### src/rtl/ram_fifo_pkg.sv
// Shared constants for the RAM-backed FIFO controller around the 16x8 dual-port RAM.
package ram_fifo_pkg;

    localparam int DATA_W       = 8;
    localparam int ADDR_W       = 4;
    localparam int DEPTH        = 2 ** ADDR_W;
    localparam int OUTBUF_DEPTH = 2;
    localparam int OUTBUF_CNT_W = $clog2(OUTBUF_DEPTH + 1);

endpackage

### src/rtl/ram_fifo_outbuf.sv
// Small in-order output buffer that hides the RAM read latency; entry 0 is always the head.
module ram_fifo_outbuf
    import ram_fifo_pkg::*;
(
    input  logic                    clk,
    input  logic                    srst,
    input  logic                    push,
    input  logic                    pop,
    input  logic [DATA_W-1:0]       din,
    output logic [DATA_W-1:0]       dout,
    output logic [OUTBUF_CNT_W-1:0] cnt
);

    logic [DATA_W-1:0]       entry_reg  [OUTBUF_DEPTH];
    logic [DATA_W-1:0]       entry_next [OUTBUF_DEPTH];
    logic [OUTBUF_CNT_W-1:0] cnt_reg;
    logic [OUTBUF_CNT_W-1:0] cnt_next;
    logic [OUTBUF_CNT_W-1:0] wr_pos;

    // A push lands in the first free slot after this cycle's pop has shifted the queue.
    assign wr_pos   = cnt_reg - OUTBUF_CNT_W'(pop);
    assign cnt_next = wr_pos + OUTBUF_CNT_W'(push);

    genvar gi;
    generate
        for (gi = 0; gi < OUTBUF_DEPTH; gi++) begin : g_entry
            logic [DATA_W-1:0] shifted;
            if (gi == OUTBUF_DEPTH - 1) begin : g_last
                assign shifted = '0;
            end else begin : g_mid
                assign shifted = entry_reg[gi+1];
            end
            assign entry_next[gi] = (push && (wr_pos == OUTBUF_CNT_W'(gi))) ? din :
                                    (pop ? shifted : entry_reg[gi]);
        end
    endgenerate

    always_ff @(posedge clk) begin
        if (srst) begin
            cnt_reg <= '0;
            for (int i = 0; i < OUTBUF_DEPTH; i++) begin
                entry_reg[i] <= '0;
            end
        end else begin
            cnt_reg <= cnt_next;
            for (int i = 0; i < OUTBUF_DEPTH; i++) begin
                entry_reg[i] <= entry_next[i];
            end
        end
    end

    assign dout = entry_reg[0];
    assign cnt  = cnt_reg;

endmodule

### src/rtl/ram_fifo_ctrl_16x8.sv
// FIFO controller wrapped around an external 16x8 dual-port RAM with FWFT output.
// Optional build macro RAM_FIFO_BYPASS_EN routes pushes into an idle FIFO straight to the output buffer.
module ram_fifo_ctrl_16x8
    import ram_fifo_pkg::*;
(
    input  logic              clk,
    input  logic              rst,
    input  logic [DATA_W-1:0] s_data,
    input  logic              s_valid,
    output logic              s_ready,
    output logic [DATA_W-1:0] m_data,
    output logic              m_valid,
    input  logic              m_ready,
    output logic [ADDR_W-1:0] ram_wr_addr,
    output logic [DATA_W-1:0] ram_d_in,
    output logic              ram_we,
    output logic [ADDR_W-1:0] ram_rd_addr,
    output logic              ram_re,
    input  logic [DATA_W-1:0] ram_d_out,
    output logic [ADDR_W:0]   count,
    output logic              full,
    output logic              empty
);

    localparam int LVL_W   = ADDR_W + 1;
    localparam int CLAIM_W = OUTBUF_CNT_W + 1;

    logic [ADDR_W-1:0]       wr_ptr_reg;
    logic [ADDR_W-1:0]       rd_ptr_reg;
    logic [LVL_W-1:0]        ram_level_reg;
    logic [LVL_W-1:0]        ram_level_next;
    logic                    inflight_reg;
    logic                    full_reg;

    logic                    push;
    logic                    pop;
    logic                    ram_push;
    logic                    rd_issue;
    logic                    bypass_push;
    logic                    outbuf_push;
    logic [DATA_W-1:0]       outbuf_din;
    logic [DATA_W-1:0]       outbuf_dout;
    logic [OUTBUF_CNT_W-1:0] outbuf_cnt;
    logic [CLAIM_W-1:0]      outbuf_claim;

    assign s_ready = !full_reg && !rst;
    assign push    = s_valid && s_ready;
    assign m_valid = (outbuf_cnt != '0);
    assign pop     = m_valid && m_ready;

    // Slots already spoken for once this cycle's pop is taken out; a read is only
    // issued when its data is guaranteed a free slot on arrival.
    assign outbuf_claim = {1'b0, outbuf_cnt} + CLAIM_W'(inflight_reg) - CLAIM_W'(pop);
    assign rd_issue     = !rst && (ram_level_reg != '0) &&
                          (outbuf_claim < CLAIM_W'(OUTBUF_DEPTH));

`ifdef RAM_FIFO_BYPASS_EN
    assign bypass_push = push && (ram_level_reg == '0) && !inflight_reg &&
                         (({1'b0, outbuf_cnt} - CLAIM_W'(pop)) < CLAIM_W'(OUTBUF_DEPTH));
`else
    assign bypass_push = 1'b0;
`endif

    assign ram_push    = push && !bypass_push;
    assign ram_we      = ram_push;
    assign ram_wr_addr = wr_ptr_reg;
    assign ram_d_in    = ram_push ? s_data : '0;
    assign ram_re      = rd_issue;
    assign ram_rd_addr = rd_ptr_reg;

    // Capture and bypass are mutually exclusive: bypass requires nothing in flight.
    assign outbuf_push = inflight_reg || bypass_push;
    assign outbuf_din  = inflight_reg ? ram_d_out : s_data;

    assign ram_level_next = ram_level_reg + LVL_W'(ram_push) - LVL_W'(rd_issue);

    always_ff @(posedge clk) begin
        if (rst) begin
            wr_ptr_reg    <= '0;
            rd_ptr_reg    <= '0;
            ram_level_reg <= '0;
            inflight_reg  <= 1'b0;
            full_reg      <= 1'b0;
        end else begin
            wr_ptr_reg    <= wr_ptr_reg + ADDR_W'(ram_push);
            rd_ptr_reg    <= rd_ptr_reg + ADDR_W'(rd_issue);
            ram_level_reg <= ram_level_next;
            inflight_reg  <= rd_issue;
            full_reg      <= (ram_level_next == LVL_W'(DEPTH));
        end
    end

    ram_fifo_outbuf u_outbuf (
        .clk  (clk),
        .srst (rst),
        .push (outbuf_push),
        .pop  (pop),
        .din  (outbuf_din),
        .dout (outbuf_dout),
        .cnt  (outbuf_cnt)
    );

    assign m_data = outbuf_dout;
    assign count  = ram_level_reg + LVL_W'(inflight_reg) + LVL_W'(outbuf_cnt);
    assign empty  = (count == '0);
    assign full   = full_reg;

endmodule

### config.mk
export PLATFORM = sky130hd
export DESIGN_NAME = ram_fifo_ctrl_16x8
export DESIGN_NICKNAME = d
export VERILOG_FILES = /design/src/rtl/ram_fifo_pkg.sv /design/src/rtl/ram_fifo_outbuf.sv /design/src/rtl/ram_fifo_ctrl_16x8.sv
export SDC_FILE = /design/constraint.sdc
export NUM_CORES = 1
export LEC_CHECK = 0
export BUFFER_PORTS_ARGS = -buffer_cell sky130_fd_sc_hd__clkbuf_2
export CAP_MARGIN = 40
export CORE_MARGIN = 4
export CORE_UTILIZATION = 51
export DETAILED_ROUTE_END_ITERATION = 10
export PLACE_DENSITY = 0.9
export SETUP_SLACK_MARGIN = 0.4
export SYNTH_ARGS = -nofsm -noshare
export SYNTH_HDL_FRONTEND = slang
export SYNTH_SLANG_ARGS = --single-unit
### constraint.sdc
create_clock -name clk -period 4 [get_ports clk]
set_input_delay 0.4 -clock clk [delete_from_list [all_inputs] [get_ports clk]]
set_output_delay 0.4 -clock clk [all_outputs]
set_load 0.03 [all_outputs]
# Yosys cells after proc, flatten, opt, wreduce, memory -nomap -nowiden
# Memories as Yosys holds them, arrays and structs flattened.
# Cells that the tools add are included.
# Widths: inputs -> output; s select.
[op_classes] addsub=10 n_lt_le_gt_ge=1 n_eq_ne=2 n_mux=11 bitwise_logic=2 reduce_logical=13
[op_table] cell="$mux 8" count=8
[op_table] cell="$add 5x1->5" count=2
[op_table] cell="$add 4x1->4" count=2
[op_table] cell="$logic_and 1x1->1" count=7
[op_table] cell="$add 5x2->5" count=1
[op_table] cell="$eq 5x5->1 const B" count=1
[op_table] cell="$logic_not 5->1" count=1
[op_table] cell="$reduce_bool 5->1" count=1
[op_table] cell="$sub 5x1->5" count=1
[op_table] cell="$add 2x1->3" count=1
[op_table] cell="$lt 3x2->1 const B" count=1
[op_table] cell="$mux 1" count=3
[op_table] cell="$sub 3x1->3" count=1
[op_table] cell="$add 2x1->2" count=1
[op_table] cell="$eq 2x1->1 const B" count=1
[op_table] cell="$logic_not 1->1" count=2
[op_table] cell="$logic_not 2->1" count=1
[op_table] cell="$or 1x1->1" count=2
[op_table] cell="$reduce_bool 2->1" count=1
[op_table] cell="$sub 2x1->2" count=1
[word_totals] ff_bits=17 mem_bits_rw=16 inputBits=20 output_inout_bits=35 wordCells=46 memories=1
[memory_table] name="u_outbuf.entry_reg" words=2 word_bits=8 read_ports=2 rd_clocked_by_memory_dff=0 write_ports=2 line_no="ram_fifo_outbuf.sv:14" text="logic [DATA_W-1:0] entry_reg [OUTBUF_DEPTH];"

# Logic depth before layout (Yosys ltp)
# Gate-level depths: netlist (run 1).
[depth] word_depth=7 mapped_depth=17 depth_no_buf=17

# Hierarchy
# A second synthesis (run 1) with hierarchy kept.
[unflattened] cells_unflattened=210 area_unflattened_um2=2065.7
[by_module_without_submodules] module="ram_fifo_ctrl_16x8" instances=1 cells_per_inst=109 area_each_um2=1049.8 seq_area_each_um2=300.3
[by_module_without_submodules] module="ram_fifo_outbuf" instances=1 cells_per_inst=101 area_each_um2=1016.0 seq_area_each_um2=360.3

# Worst setup path before layout (run 1)
# No wires, ideal clock.
[synth_timing] path_kind="reg-to-reg" from="register u_outbuf.cnt_reg[1] (netlist: u_outbuf.cnt[1])" to="register full_reg (netlist: full)" setup_time_ps=96 t_arrival_ps=3881 required_time_ps=3904 slack_ps=23 stages_incl_launch_ff=16 n_path_buf=0 period_less_slack_ps=3977 path_cell_list="dfxtp_1 > or2_1 > nand2_2 > inv_2 > ha_1 > inv_2 > nand2_1 > fa_1 > xor2_1 > a311oi_4 > nand2_1 > fa_1 > a21oi_1 > o21bai_1 > xnor2_1 > nor4b_1"
[synth_between] elab_chain_len=7 word_cells_on_any_way=8 classes_between="add/sub: 3; order compare: 1; eq/ne: 1; reduce/logical: 3"
[synth_lines] item="from (decl)" line_no="ram_fifo_outbuf.sv:16" text="logic [OUTBUF_CNT_W-1:0] cnt_reg;"
[synth_lines] item="from (signal assigned)" line_no="ram_fifo_outbuf.sv:45" text="cnt_reg <= cnt_next;"
[synth_lines] item="$reduce_bool 2->1" line_no="ram_fifo_ctrl_16x8.sv:48" text="assign m_valid = (outbuf_cnt != '0);"
[synth_lines] item="named net m_valid" line_no="ram_fifo_ctrl_16x8.sv:12" text="output logic m_valid,"
[synth_lines] item="$logic_and 1x1->1" line_no="ram_fifo_ctrl_16x8.sv:49" text="assign pop = m_valid && m_ready;"
[synth_lines] item="$sub 3x1->3" line_no="ram_fifo_ctrl_16x8.sv:53" text="assign outbuf_claim = {1'b0, outbuf_cnt} + CLAIM_W'(inflight_reg) - CLAIM_W'(pop);"
[synth_lines] item="$lt 3x2->1" line_no="ram_fifo_ctrl_16x8.sv:55" text="(outbuf_claim < CLAIM_W'(OUTBUF_DEPTH));"
[synth_lines] item="$logic_and 1x1->1" line_no="ram_fifo_ctrl_16x8.sv:54" text="assign rd_issue = !rst && (ram_level_reg != '0) &&"
[synth_lines] item="named net ram_re" line_no="ram_fifo_ctrl_16x8.sv:18" text="output logic ram_re,"
[synth_lines] item="$sub 5x1->5" line_no="ram_fifo_ctrl_16x8.sv:75" text="assign ram_level_next = ram_level_reg + LVL_W'(ram_push) - LVL_W'(rd_issue);"
[synth_lines] item="$eq 5x5->1" line_no="ram_fifo_ctrl_16x8.sv:89" text="full_reg <= (ram_level_next == LVL_W'(DEPTH));"
[synth_lines] item="to (signal assigned)" line_no="ram_fifo_ctrl_16x8.sv:89"
[synth_lines] item="to (decl)" line_no="ram_fifo_ctrl_16x8.sv:33" text="logic full_reg;"
# The timed path passes the listed nets, and every way through them passes these cells.
# A chain may end at the register's enable or synchronous reset.

# Worst setup path in the final report (run 1)
[layout_timing] from="register u_outbuf.cnt_reg[1] (netlist: u_outbuf.cnt[1])" to="register full_reg (netlist: full)"
[layout_between] elab_chain_len=7 word_cells_on_any_way=8 classes_between="add/sub: 3; order compare: 1; eq/ne: 1; reduce/logical: 3"
[layout_lines] item="branches (longest 2 deep; another with $add 2x1->3)"
[layout_lines] item="$sub 3x1->3 *" line_no="ram_fifo_ctrl_16x8.sv:53"
[layout_lines] item="$lt 3x2->1 *" line_no="ram_fifo_ctrl_16x8.sv:55"
[layout_lines] item="$logic_and 1x1->1 *" line_no="ram_fifo_ctrl_16x8.sv:54"
[layout_lines] item="$sub 5x1->5 *" line_no="ram_fifo_ctrl_16x8.sv:75"
[layout_lines] item="$eq 5x5->1 *" line_no="ram_fifo_ctrl_16x8.sv:89"
# Mark *: on every way between the ends.

==> impl_metrics.json, run 1 <==
{
  "run_status": "complete, no violations",
  "period_needed_ns": 3.46,
  "area_growth_pct": 23.7,
  "number_of_buffers_created_by_cts": 5,
  "p_leak_nw": 1.08,
  "synthFlopType": "sky130_fd_sc_hd__dfxtp_1",
  "worst_path_dominant_cell_family": "adder cells",
  "crit_path_end_kind": "register",
  "post_synth_mux_area_share_pct": 5.26,
  "drt_iter0_drc": 84,
  "post_synth_edffs": 0,
  "cp.required_ns": 4.21,
  "p_per_area_nw_per_um2": 831,
  "htree_levels": 2,
  "netlist.top_cell.by_area": "sky130_fd_sc_hd__dfxtp_1",
  "worstMarginPinSlew_ns": 0.799,
  "tritoncts": "done",
  "largest_reg_flops": 16,
  "die_area_um2": 4770,
  "drt_wl_total_mm": 4.63,
  "rsz0062_at_grt": "false",
  "yosys_warnings": 0,
  "synth_fp_nets": 236,
  "largest_family_of_logic_cells_by_synthesized_area": "simple AND/OR/NAND/NOR gates",
  "design.final.nets": 290,
  "grt_remaining_overflow": 0,
  "worstSetupPathType": "reg2reg",
  "clk_pin_slew_ns": 0.07,
  "post_synth_main_area_contributors": "sky130_fd_sc_hd__dfxtp_1 (35%), sky130_fd_sc_hd__ha_1 (8.5%), sky130_fd_sc_hd__a311oi_2 (6.3%), sky130_fd_sc_hd__nor2_1 (5.3%), sky130_fd_sc_hd__mux2_2 (4.7%)",
  "grt_first_pass_wirelength_mm": 6.89,
  "synth.ff_latch_count": 33,
  "drive_gt1_share_pct": 39.0,
  "cts_root_buffer": "sky130_fd_sc_hd__clkbuf_8",
  "routedWlPerCell_um": 15.4,
  "floorplan.initialDensity_pct": 54.9,
  "coreArea_um2": 3470,
  "totalPowerFinal_mw": 1.96,
  "complex_gate_fraction_of_the_synthesized_area_pct": 13.1,
  "critical-path-slowest-cell": "sky130_fd_sc_hd__fa_1",
  "clock_skew_ns": 0.0104,
  "largest_net_degree_at_the_start_of_global_routing": 35,
  "synth.cell_area_um2": 1900,
  "vdd.ir_drop.worst_mv": 0.584,
  "core.rowCount": 21,
  "worstPathArrival_ns": 3.66,
  "clk_path_buf_depth": 2,
  "cp_cell_sequence": "or2_4 > nand2_8 > inv_4 > ha_4 > inv_2 > nand2_1 > fa_1 > nand2b_4 > a311oi_4 > nand2_2 > buf_4 > fa_2 > a21oi_1 > o21bai_1 > xnor2_1 > nor4b_2",
  "ys_types": 37,
  "fin_ws_ns": 0.543,
  "drc_errors": 0,
  "start_kind": "register",
  "hpwlAfterDp_mm": 3.05,
  "worst-path-buf-inv": 3,
  "die_y_um": 69.1,
  "drv_slew": 0,
  "synthSimpleGateAreaFrac_pct": 20.0,
  "gp_routability_congestion": 0.785,
  "report.final.hold_viol_count": 0,
  "maximum_achievable_frequency_ghz": 0.289,
  "gr-usage-all-layers_pct": 17.7,
  "syn-instance-count": 199,
  "antennaDiodeCount": 0,
  "detailedRoute.firstPassIterationCount": 4,
  "timing.setup.tns_ns": 0,
  "pre_cts_ws_ns": 0.388,
  "tritoncts_num_sinks": 33,
  "routed_via_density": 5.37,
  "grt_pass1_vias": 1523,
  "detailroute.via_count": 1611,
  "synth-xor-area-share_pct": 5.98,
  "timing.hold.worst.class": "reg2reg",
  "ys_seq_area_share_pct": 34.7,
  "slew_headroom_pct": 46.7,
  "critical-path-max-stage-delay_ns": 0.56,
  "timing.critical_path.fanout_max": 10,
  "synth-adder-area-share_pct": 12.8,
  "clkLatencyLatePin_ns": 0.29,
  "synth.top_cell.area_share_pct": 34.7,
  "maxCapViolations": 0,
  "finalSetupViolations": 0,
  "antenna_violating_nets_post_route": 0,
  "place.port_buffers": 54,
  "syn_area_per_cell_um2": 9.56,
  "asyncSetResetFlopFracSynth_pct": 0,
  "ioPinCount": 55,
  "die_width_um": 69.1,
  "number_of_antenna_violations_at_the_first_check_in_global_routing": 0,
  "post-route-period-util_pct": 86.4
}
-- layout by cell type, fill, tap and decap left out, types with 2 or more instances in the layout --
master                     netlist  layout
sky130_fd_sc_hd__mux2_2          8       8
sky130_fd_sc_hd__ha_1           13      11
sky130_fd_sc_hd__a22oi_1         8       8
sky130_fd_sc_hd__nor2_1         27      27
sky130_fd_sc_hd__inv_1          10      10
sky130_fd_sc_hd__clkbuf_2        0      54
sky130_fd_sc_hd__xnor2_1        10      10
sky130_fd_sc_hd__and3_1          8       8
sky130_fd_sc_hd__buf_4           9       7
sky130_fd_sc_hd__xor2_1          3       2
sky130_fd_sc_hd__dfxtp_1        33      32
sky130_fd_sc_hd__a311oi_2        8       8
sky130_fd_sc_hd__nand2_1        21      20
sky130_fd_sc_hd__a21oi_1         2       2
sky130_fd_sc_hd__nor2b_1         7       7
sky130_fd_sc_hd__fa_1            4       3
sky130_fd_sc_hd__and2_1          2       2
sky130_fd_sc_hd__clkbuf_8        0       6
sky130_fd_sc_hd__nand2b_1        3       2
-- cell type report --
cell class                      instances  area [µm²]
Clock inverter                          1        30.0
Inverter                               12        47.5
Fill cell                             263        1110
Multi-Input combinational cell        140        1140
Timing Repair Buffer                   61         323
Sequential cell                        33         664
Tap cell                               46        57.6
Clock buffer                            7        86.3
-- final timing paths --
path / from / end / depth (start not counted) / slack [ns]
min: ram_rd_addr[3] / ram_rd_addr[3] / 1 / 0.47
max reg2reg: u_outbuf.cnt[1] / full / 16 / 0.54
max: u_outbuf.cnt[1] / full / 16 / 0.54
min reg2reg: ram_rd_addr[3] / ram_rd_addr[3] / 1 / 0.47
-- per-stage QoR --
stage	utilization [%]	instances	hold WS, ns	area (µm²)
floorplan	-	199	0.465	1930
detailed placement	62.2	286	0.460	2160
CTS	66.0	295	0.473	2290
global route	67.9	300	0.510	2350
finish	67.9	300	0.475	2350
global placement	62.2	286	0.446	2160
-- synthesized netlist by cell type, drive strengths merged, types with 2 or more instances --
library cell and n:
nor2 28, nand2b 3, xor2 3, and2 2, dfxtp 33, xnor2 10, buf 12, nand2 22
and3 8, a21oi 2, clkbuf 2, fa 4, a311oi 10, ha 13, nor2b 7, mux2 8
o21ai 2, a22oi 8, inv 12
-- repair_timing --
item | in CTS | in global routing
resized for setup | 1 | 6
pin swaps | 1 | 7
buffers inserted | 1 | 5
hold buffers | 0 | 0
setup endpoints to repair | 1 | 2
-- kinds of logic (layout without fill, tap and decap cells) --
logic type      Yosys count  in the layout
fa+ha+maj                17             17
simple gates             77             77
xor+xnor                 13             13
flops                    33             33
compound gates           24             24
buf+inv                  26             81
mux                       9              9
-- per-layer routing --
metal / GRT usage, % / share of wire [%]
met1: 21.0 / 42
met2: 29.3 / 51
met3: 5.09 / 4.3
met4: 8.03 / 3.4
met5: 0 / 0
-- power breakdown --
part	internal, mW	total [mW]	switching (mW)	leakage [nW]
Combinational	0.456	1.16	0.703	0.748
Clock	0.203	0.325	0.122	0.0585
Sequential	0.411	0.473	0.0623	0.270
Note: power is estimated with default switching activity, not from simulation.
==> run 2, diff against run 1 <==
--- a/config.mk
+++ b/config.mk
@@ -8,9 +8,9 @@
 export BUFFER_PORTS_ARGS = -buffer_cell sky130_fd_sc_hd__clkbuf_2
 export CAP_MARGIN = 40
 export CORE_MARGIN = 4
-export CORE_UTILIZATION = 51
+export CORE_UTILIZATION = 55
 export DETAILED_ROUTE_END_ITERATION = 10
-export PLACE_DENSITY = 0.9
+export PLACE_DENSITY = 0.95
 export SETUP_SLACK_MARGIN = 0.4
 export SYNTH_ARGS = -nofsm -noshare
 export SYNTH_HDL_FRONTEND = slang
==> constraint.sdc (replaced) <==
create_clock -name clk -period 4.3 [get_ports clk]
set_input_delay 0.43 -clock clk [delete_from_list [all_inputs] [get_ports clk]]
set_output_delay 0.43 -clock clk [all_outputs]
set_load 0.03 [all_outputs]
==> run 2 against run 1 <==
First-iteration DRC count is 3.6% lower. Global-route usage is 2.4 points higher. Cell count is 1.7% lower. Final area is 5.2% lower. Count of clock-buffer cells in the layout is 2 lower. Clock power is 47% lower. Non-clock buffer count is 5 lower. Die area is 6.4% lower. Sequential power is 4% lower. Clock skew is 0.00067 ns lower. Critical path type unchanged. Critical endpoint unchanged. Largest cell class unchanged.
==> impl_metrics.json, run 2 (synthesized netlist as in run 1, its figures left out) <==
{
  "p_per_area_nw_per_um2": 731,
  "number_of_antenna_violations_at_the_first_check_in_global_routing": 0,
  "clock_skew_ns": 0.00968,
  "grt_first_pass_wirelength_mm": 6.74,
  "critical-path-max-stage-delay_ns": 0.40,
  "most_common_cell_after_layout_fill_and_taps_aside": "sky130_fd_sc_hd__clkbuf_2",
  "critical-path-slowest-cell": "sky130_fd_sc_hd__fa_1",
  "maxCapViolations": 0,
  "worstMarginPinSlew_ns": 0.772,
  "largest_net_degree_at_the_start_of_global_routing": 35,
  "seqCellArea_um2": 662,
  "power.switching_fraction_pct": 48.8,
  "tritoncts": "done",
  "report.final.hold_viol_count": 0,
  "number_of_buffers_created_by_cts": 5,
  "cts_root_buffer": "sky130_fd_sc_hd__clkbuf_4",
  "largest_reg_flops": 16,
  "post-route-period-util_pct": 85.3,
  "clock_network_power_share_pct": 10.5,
  "detailroute.via_count": 1595,
  "floorplan.initialDensity_pct": 57.0,
  "grt_remaining_overflow": 0,
  "design.final.nets": 285,
  "multi_input_area_um2": 1130,
  "die_width_um": 66.8,
  "htree_levels": 2,
  "totalPowerFinal_mw": 1.63,
  "die_y_um": 66.8,
  "ioPinCount": 55,
  "finalSetupViolations": 0,
  "worstSetupPathType": "reg2reg",
  "worstPathArrival_ns": 3.93,
  "die_area_um2": 4460,
  "start_kind": "register",
  "clkLatencyLatePin_ns": 0.35,
  "grt_pass1_vias": 1506,
  "tritoncts_num_sinks": 33,
  "timing.critical_path.fanout_max": 10,
  "layout.cells.most_common_list": "sky130_fd_sc_hd__clkbuf_2 (54), sky130_fd_sc_hd__dfxtp_1 (32), sky130_fd_sc_hd__nor2_1 (27)",
  "timing.hold.worst.class": "in2reg",
  "coreArea_um2": 3340,
  "antenna_violating_nets_post_route": 0,
  "routedWlPerCell_um": 14.1,
  "gp_routability_congestion": 0.842,
  "drive_gt1_share_pct": 37.3,
  "core.rowCount": 21,
  "cp_cell_sequence": "or2_4 > nand2_4 > inv_2 > ha_4 > inv_2 > nand2_1 > fa_2 > xor2_2 > buf_4 > o21ai_0 > nand2_1 > ha_1 > fa_1 > a21oi_1 > o21bai_1 > xnor2_1 > nor4b_2",
  "maximum_achievable_frequency_ghz": 0.273,
  "rsz0062_at_grt": "false",
  "detailedRoute.firstPassIterationCount": 4,
  "clk_pin_slew_ns": 0.11,
  "drt_iter0_drc": 81,
  "crit_path_end_kind": "register",
  "period_needed_ns": 3.67,
  "clk_path_buf_depth": 2,
  "sequential_power_share_pct": 27.9,
  "slew_headroom_pct": 48.6,
  "place.port_buffers": 54,
  "antennaDiodeCount": 0,
  "area_growth_pct": 17.2,
  "timing.setup.tns_ns": 0,
  "hpwlAfterDp_mm": 3.15,
  "cp.required_ns": 4.56,
  "routed_via_density": 5.41,
  "run_status": "complete, no violations",
  "drt_wl_total_mm": 4.15,
  "pwr-share-comb_pct": 61.5,
  "layout.filler_cells": 261,
  "gr-usage-all-layers_pct": 20.1,
  "switching_power_mw": 0.796,
  "drv_slew": 0,
  "p_leak_nw": 1.03,
  "drc_errors": 0,
  "vdd.ir_drop.worst_mv": 0.607,
  "internal_power_mw": 0.834
}
run 2: cell types whose count changed in the layout (fill, tap and decap cells not counted), sizes merged:
cell,before,now
buf,7,2
clkbuf,61,59
clkinv,0,2
bufinv,1,0
clkinvlp,0,1
run 2: through the flow:
step / hold slack (ns) / utilization [%] / instances / setup slack [ns] / instance area [µm²]
floorplan: 0.465 / - / 199 / 0.433 / 1910
global placement: 0.451 / 63.6 / 285 / 0.548 / 2120
detailed placement: 0.497 / 63.6 / 285 / 0.235 / 2120
CTS: 0.463 / 65.9 / 294 / 0.415 / 2200
global route: 0.492 / 66.9 / 295 / 0.418 / 2230
finish: 0.463 / 66.9 / 295 / 0.632 / 2230
run 2: worst paths after layout:
| kind | cells after the start | endpoint | startpoint | slack [ns] |
|---|---|---|---|---|
| worst max-delay path | 17 | full | u_outbuf.cnt[1] | 0.63 |
| worst min-delay path | 4 | u_outbuf.entry_reg[0][8] | ram_d_out[0] | 0.46 |
| worst max register to register | 17 | full | u_outbuf.cnt[1] | 0.63 |
| worst min register to register | 1 | ram_rd_addr[3] | ram_rd_addr[3] | 0.51 |
run 2: layout make-up:
cell class / count / share of cell area [%]
multi-input cells: 140 / 50.5
flip-flops and latches: 33 / 29.7
repair buffers: 56 / 12.8
well taps: 46 / 2.58
inverters: 12 / 2.02
clock buffers: 5 / 1.68
clock inverters: 3 / 0.785
run 2: power by group through the flow:
stage / clock network (mW) / registers [mW] / logic, mW
global placement: 0 / 0.454 / 0.894
floorplan: 0 / 0.445 / 0.788
CTS: 0.173 / 0.454 / 0.956
finish: 0.172 / 0.456 / 1.00
global route: 0.187 / 0.466 / 1.09
detailed placement: 0 / 0.457 / 0.929
run 2: layer usage:
| layer | global-route usage (%) | vias to the layer above | wire length (µm) |
|---|---|---|---|
| li1 | - | 768 | - |
| met1 | 23.3 | 760 | 1730 |
| met2 | 34.0 | 55 | 2070 |
| met3 | 4.72 | 12 | 234 |
| met4 | 10.7 | 0 | 112 |
| met5 | 0 | - | 0 |
run 2: repair_timing:
| action | CTS | global route |
|---|---|---|
| setup buffers | 1 | 1 |
| gates resized for setup | 3 | 4 |
| hold buffers | 0 | 0 |
| pin swaps | 1 | 0 |
| cloned | 0 | 0 |
| setup endpoints to repair | 2 | 2 |
run 2: worst max-delay path: cells and delay by family, from the launching register on:
kind                       cells  cell delay [ns]
buffers and inverters          3             0.35
DFF                            1             0.39
AOI/OAI and AO/OA              3             0.44
adders and majority gates      4             1.25
and+or+nand+nor                5             0.81
xor gates and xnor gates       2             0.34
==> run 3, diff against run 2 <==
--- a/config.mk
+++ b/config.mk
@@ -5,12 +5,14 @@
 export SDC_FILE = /design/constraint.sdc
 export NUM_CORES = 1
 export LEC_CHECK = 0
+export ABC_AREA = 1
 export BUFFER_PORTS_ARGS = -buffer_cell sky130_fd_sc_hd__clkbuf_2
 export CAP_MARGIN = 40
 export CORE_MARGIN = 4
-export CORE_UTILIZATION = 55
+export CORE_UTILIZATION = 56
 export DETAILED_ROUTE_END_ITERATION = 10
 export PLACE_DENSITY = 0.95
+export RECOVER_POWER = 100
 export SETUP_SLACK_MARGIN = 0.4
 export SYNTH_ARGS = -nofsm -noshare
 export SYNTH_HDL_FRONTEND = slang
==> run 3 against run 2 <==
Global-route usage rose by 0.13 points. Via count rose by 12%. Synthesized cell count rose by 33%. Combinational power decreased by 7%. Critical endpoint unchanged.
==> impl_metrics.json, run 3 <==
{
  "synthFlopType": "sky130_fd_sc_hd__dfxtp_1",
  "vdd.ir_drop.worst_mv": 0.417,
  "place.port_buffers": 54,
  "tritoncts": "done",
  "timing.critical_path.fanout_max": 9,
  "worstMarginPinSlew_ns": 1.31,
  "ys_seq_area_share_pct": 33.9,
  "floorplan.initialDensity_pct": 58.4,
  "number_of_antenna_violations_at_the_first_check_in_global_routing": 0,
  "gp_routability_congestion": 0.846,
  "antennaDiodeCount": 0,
  "maximum_achievable_frequency_ghz": 0.272,
  "grt_first_pass_wirelength_mm": 6.81,
  "drt_wl_total_mm": 4.33,
  "post-route-period-util_pct": 85.5,
  "core.rowCount": 21,
  "largest_net_degree_at_the_start_of_global_routing": 30,
  "largest_reg_flops": 16,
  "yosys_warnings": 0,
  "clkLatencyLatePin_ns": 0.35,
  "period_needed_ns": 3.68,
  "area_growth_pct": 10.9,
  "die_width_um": 67.0,
  "holdPathEnd": "u_outbuf.entry_reg[0][14]",
  "clk_path_buf_depth": 2,
  "layout.filler_cells": 316,
  "routed_via_density": 4.97,
  "ioPinCount": 55,
  "timing.setup.tns_ns": 0,
  "worstSetupPathType": "reg2reg",
  "coreArea_um2": 3340,
  "tritoncts_num_sinks": 33,
  "hold-path-cell-count": 5,
  "cp.required_ns": 4.60,
  "finalSetupViolations": 0,
  "cts_root_buffer": "sky130_fd_sc_hd__clkbuf_4",
  "asyncSetResetFlopFracSynth_pct": 0,
  "layout.cells.most_common_list": "sky130_fd_sc_hd__nand2_1 (53), sky130_fd_sc_hd__inv_1 (43), sky130_fd_sc_hd__clkbuf_1 (36)",
  "post_synth_edffs": 0,
  "ys_top_cells_by_count": "sky130_fd_sc_hd__nand2_1 (51), sky130_fd_sc_hd__inv_1 (41), sky130_fd_sc_hd__dfxtp_1 (33), sky130_fd_sc_hd__nor2_1 (30), sky130_fd_sc_hd__a21oi_1 (18)",
  "synth_most_common_cell": "sky130_fd_sc_hd__nand2_1",
  "worstPathArrival_ns": 3.97,
  "timing.rr.start": "u_outbuf.cnt[1]",
  "gr-usage-all-layers_pct": 20.2,
  "run_status": "complete, no violations",
  "rr_worst_depth": 19,
  "syn-instance-count": 265,
  "number_of_buffers_created_by_cts": 5,
  "post_synth_main_area_contributors": "sky130_fd_sc_hd__dfxtp_1 (34%), sky130_fd_sc_hd__nand2_1 (9.8%), sky130_fd_sc_hd__ha_1 (8.3%), sky130_fd_sc_hd__inv_1 (7.9%), sky130_fd_sc_hd__nor2_1 (5.8%)",
  "post_cts.repair.setup_buffers": 0,
  "start_kind": "register",
  "synth.cell_area_um2": 1950,
  "synth_fp_nets": 302,
  "maxCapViolations": 0,
  "crit_path_end_kind": "register",
  "hpwlAfterDp_mm": 3.29,
  "netlist.top_cell.by_area": "sky130_fd_sc_hd__dfxtp_1",
  "syn_area_per_cell_um2": 7.35,
  "detailroute.via_count": 1780,
  "drt_iter0_drc": 114,
  "slew_headroom_pct": 12.7,
  "grt_remaining_overflow": 0,
  "timing.hold.worst.start": "ram_d_out[6]",
  "p_leak_nw": 1.03,
  "ys_types": 28,
  "drv_slew": 0,
  "report.final.hold_viol_count": 0,
  "antenna_violating_nets_post_route": 0,
  "detailedRoute.firstPassIterationCount": 4,
  "most_common_cell_after_layout_fill_and_taps_aside": "sky130_fd_sc_hd__nand2_1",
  "design.final.nets": 349,
  "htree_levels": 2,
  "die_y_um": 67.0,
  "rrSetupSlack_ns": 0.62,
  "drc_errors": 0,
  "clk_pin_slew_ns": 0.10,
  "p_per_area_nw_per_um2": 722,
  "drive_gt1_share_pct": 11.9,
  "synth.ff_latch_count": 33,
  "totalPowerFinal_mw": 1.56,
  "synth.top_cell.area_share_pct": 33.9,
  "grt_pass1_vias": 1562,
  "routedWlPerCell_um": 12.1,
  "critical_path.reg2reg.endpoint": "full",
  "timing.hold.worst.class": "in2reg",
  "rsz0062_at_grt": "false",
  "clock_skew_ns": 0.00469,
  "die_area_um2": 4490
}
-- run 3: timing repair --
| item | in CTS | in global routing |
|---|---|---|
| resized for setup | 0 | 1 |
| hold buffers | 0 | 0 |
| endpoints found under the setup margin | 0 | 1 |
-- run 3: how the worst max path moves through the flow --
stage | end | cells after the start | from | slack, ns
floorplan | full | 19 | u_outbuf.cnt[1] | 0.81
global placement | full | 19 | u_outbuf.cnt[1] | 0.95
detailed placement | full | 19 | u_outbuf.cnt[1] | 0.72
CTS | full | 19 | u_outbuf.cnt[1] | 0.69
global route | full | 19 | u_outbuf.cnt[1] | 0.27
finish | full | 19 | u_outbuf.cnt[1] | 0.62
-- run 3: kinds of logic (layout without fill, tap and decap cells) --
logic type | Yosys count | after routing | share of synthesized area, %
AOI/OAI and AO/OA | 43 | 43 | 12.0
xor gates and xnor gates | 9 | 9 | 4.05
adders and majority gates | 17 | 17 | 12.5
buffers and inverters | 61 | 108 | 14.1
DFF | 33 | 33 | 33.9
and+or+nand+nor | 102 | 102 | 23.4
-- run 3: area by class of cell --
class                   count  area (µm²)  share of cell area (%)
multi-input cells         171         982                    45.5
well taps                  46        57.6                    2.66
clock buffers               7        55.1                    2.55
inverters                  47         179                    8.28
repair buffers             54         226                    10.5
flip-flops and latches     33         661                    30.6
-- run 3: metal layers --
metal,up-vias,share of wire [%],track usage (%)
met2,35,51,35.0
met3,7,4.5,5.73
met4,0,1.8,9.11
met5,-,0,0
met1,836,43,22.8
li1,902,-,-
-- run 3: worst max-delay path: stages (launching register included) --
cell,delay (ns)
sky130_fd_sc_hd__dfxtp_1,0.47
sky130_fd_sc_hd__inv_1,0.12
sky130_fd_sc_hd__nand2_1,0.13
sky130_fd_sc_hd__nand2_4,0.10
sky130_fd_sc_hd__inv_4,0.09
sky130_fd_sc_hd__ha_1,0.26
sky130_fd_sc_hd__inv_2,0.09
sky130_fd_sc_hd__nand2_2,0.06
sky130_fd_sc_hd__fa_1,0.50
sky130_fd_sc_hd__inv_1,0.04
sky130_fd_sc_hd__nor2_1,0.08
sky130_fd_sc_hd__nand3_1,0.18
sky130_fd_sc_hd__nor2_4,0.18
sky130_fd_sc_hd__nand2_1,0.13
sky130_fd_sc_hd__nand2_1,0.10
sky130_fd_sc_hd__ha_1,0.18
sky130_fd_sc_hd__fa_1,0.46
sky130_fd_sc_hd__nor3_1,0.22
sky130_fd_sc_hd__nand3_1,0.10
sky130_fd_sc_hd__nor2b_1,0.11
-- run 3: through the flow --
stage	area [µm²]	hold WS (ns)	setup slack, ns	util, %	cells
final	2160	0.451	0.624	64.8	358
after global routing	2160	0.482	0.268	64.8	358
after CTS	2230	0.458	0.692	67.0	358
after detailed placement	2180	0.451	0.724	65.3	351
after global placement	2180	0.446	0.952	65.3	351
after floorplan	1950	0.439	0.814	-	265
-- run 3: power breakdown --
part           switching, mW  internal [mW]  total (mW)
Sequential            0.0706          0.381       0.452
Clock                  0.106         0.0771       0.183
Combinational          0.646          0.279       0.925
Total                  0.823          0.737        1.56
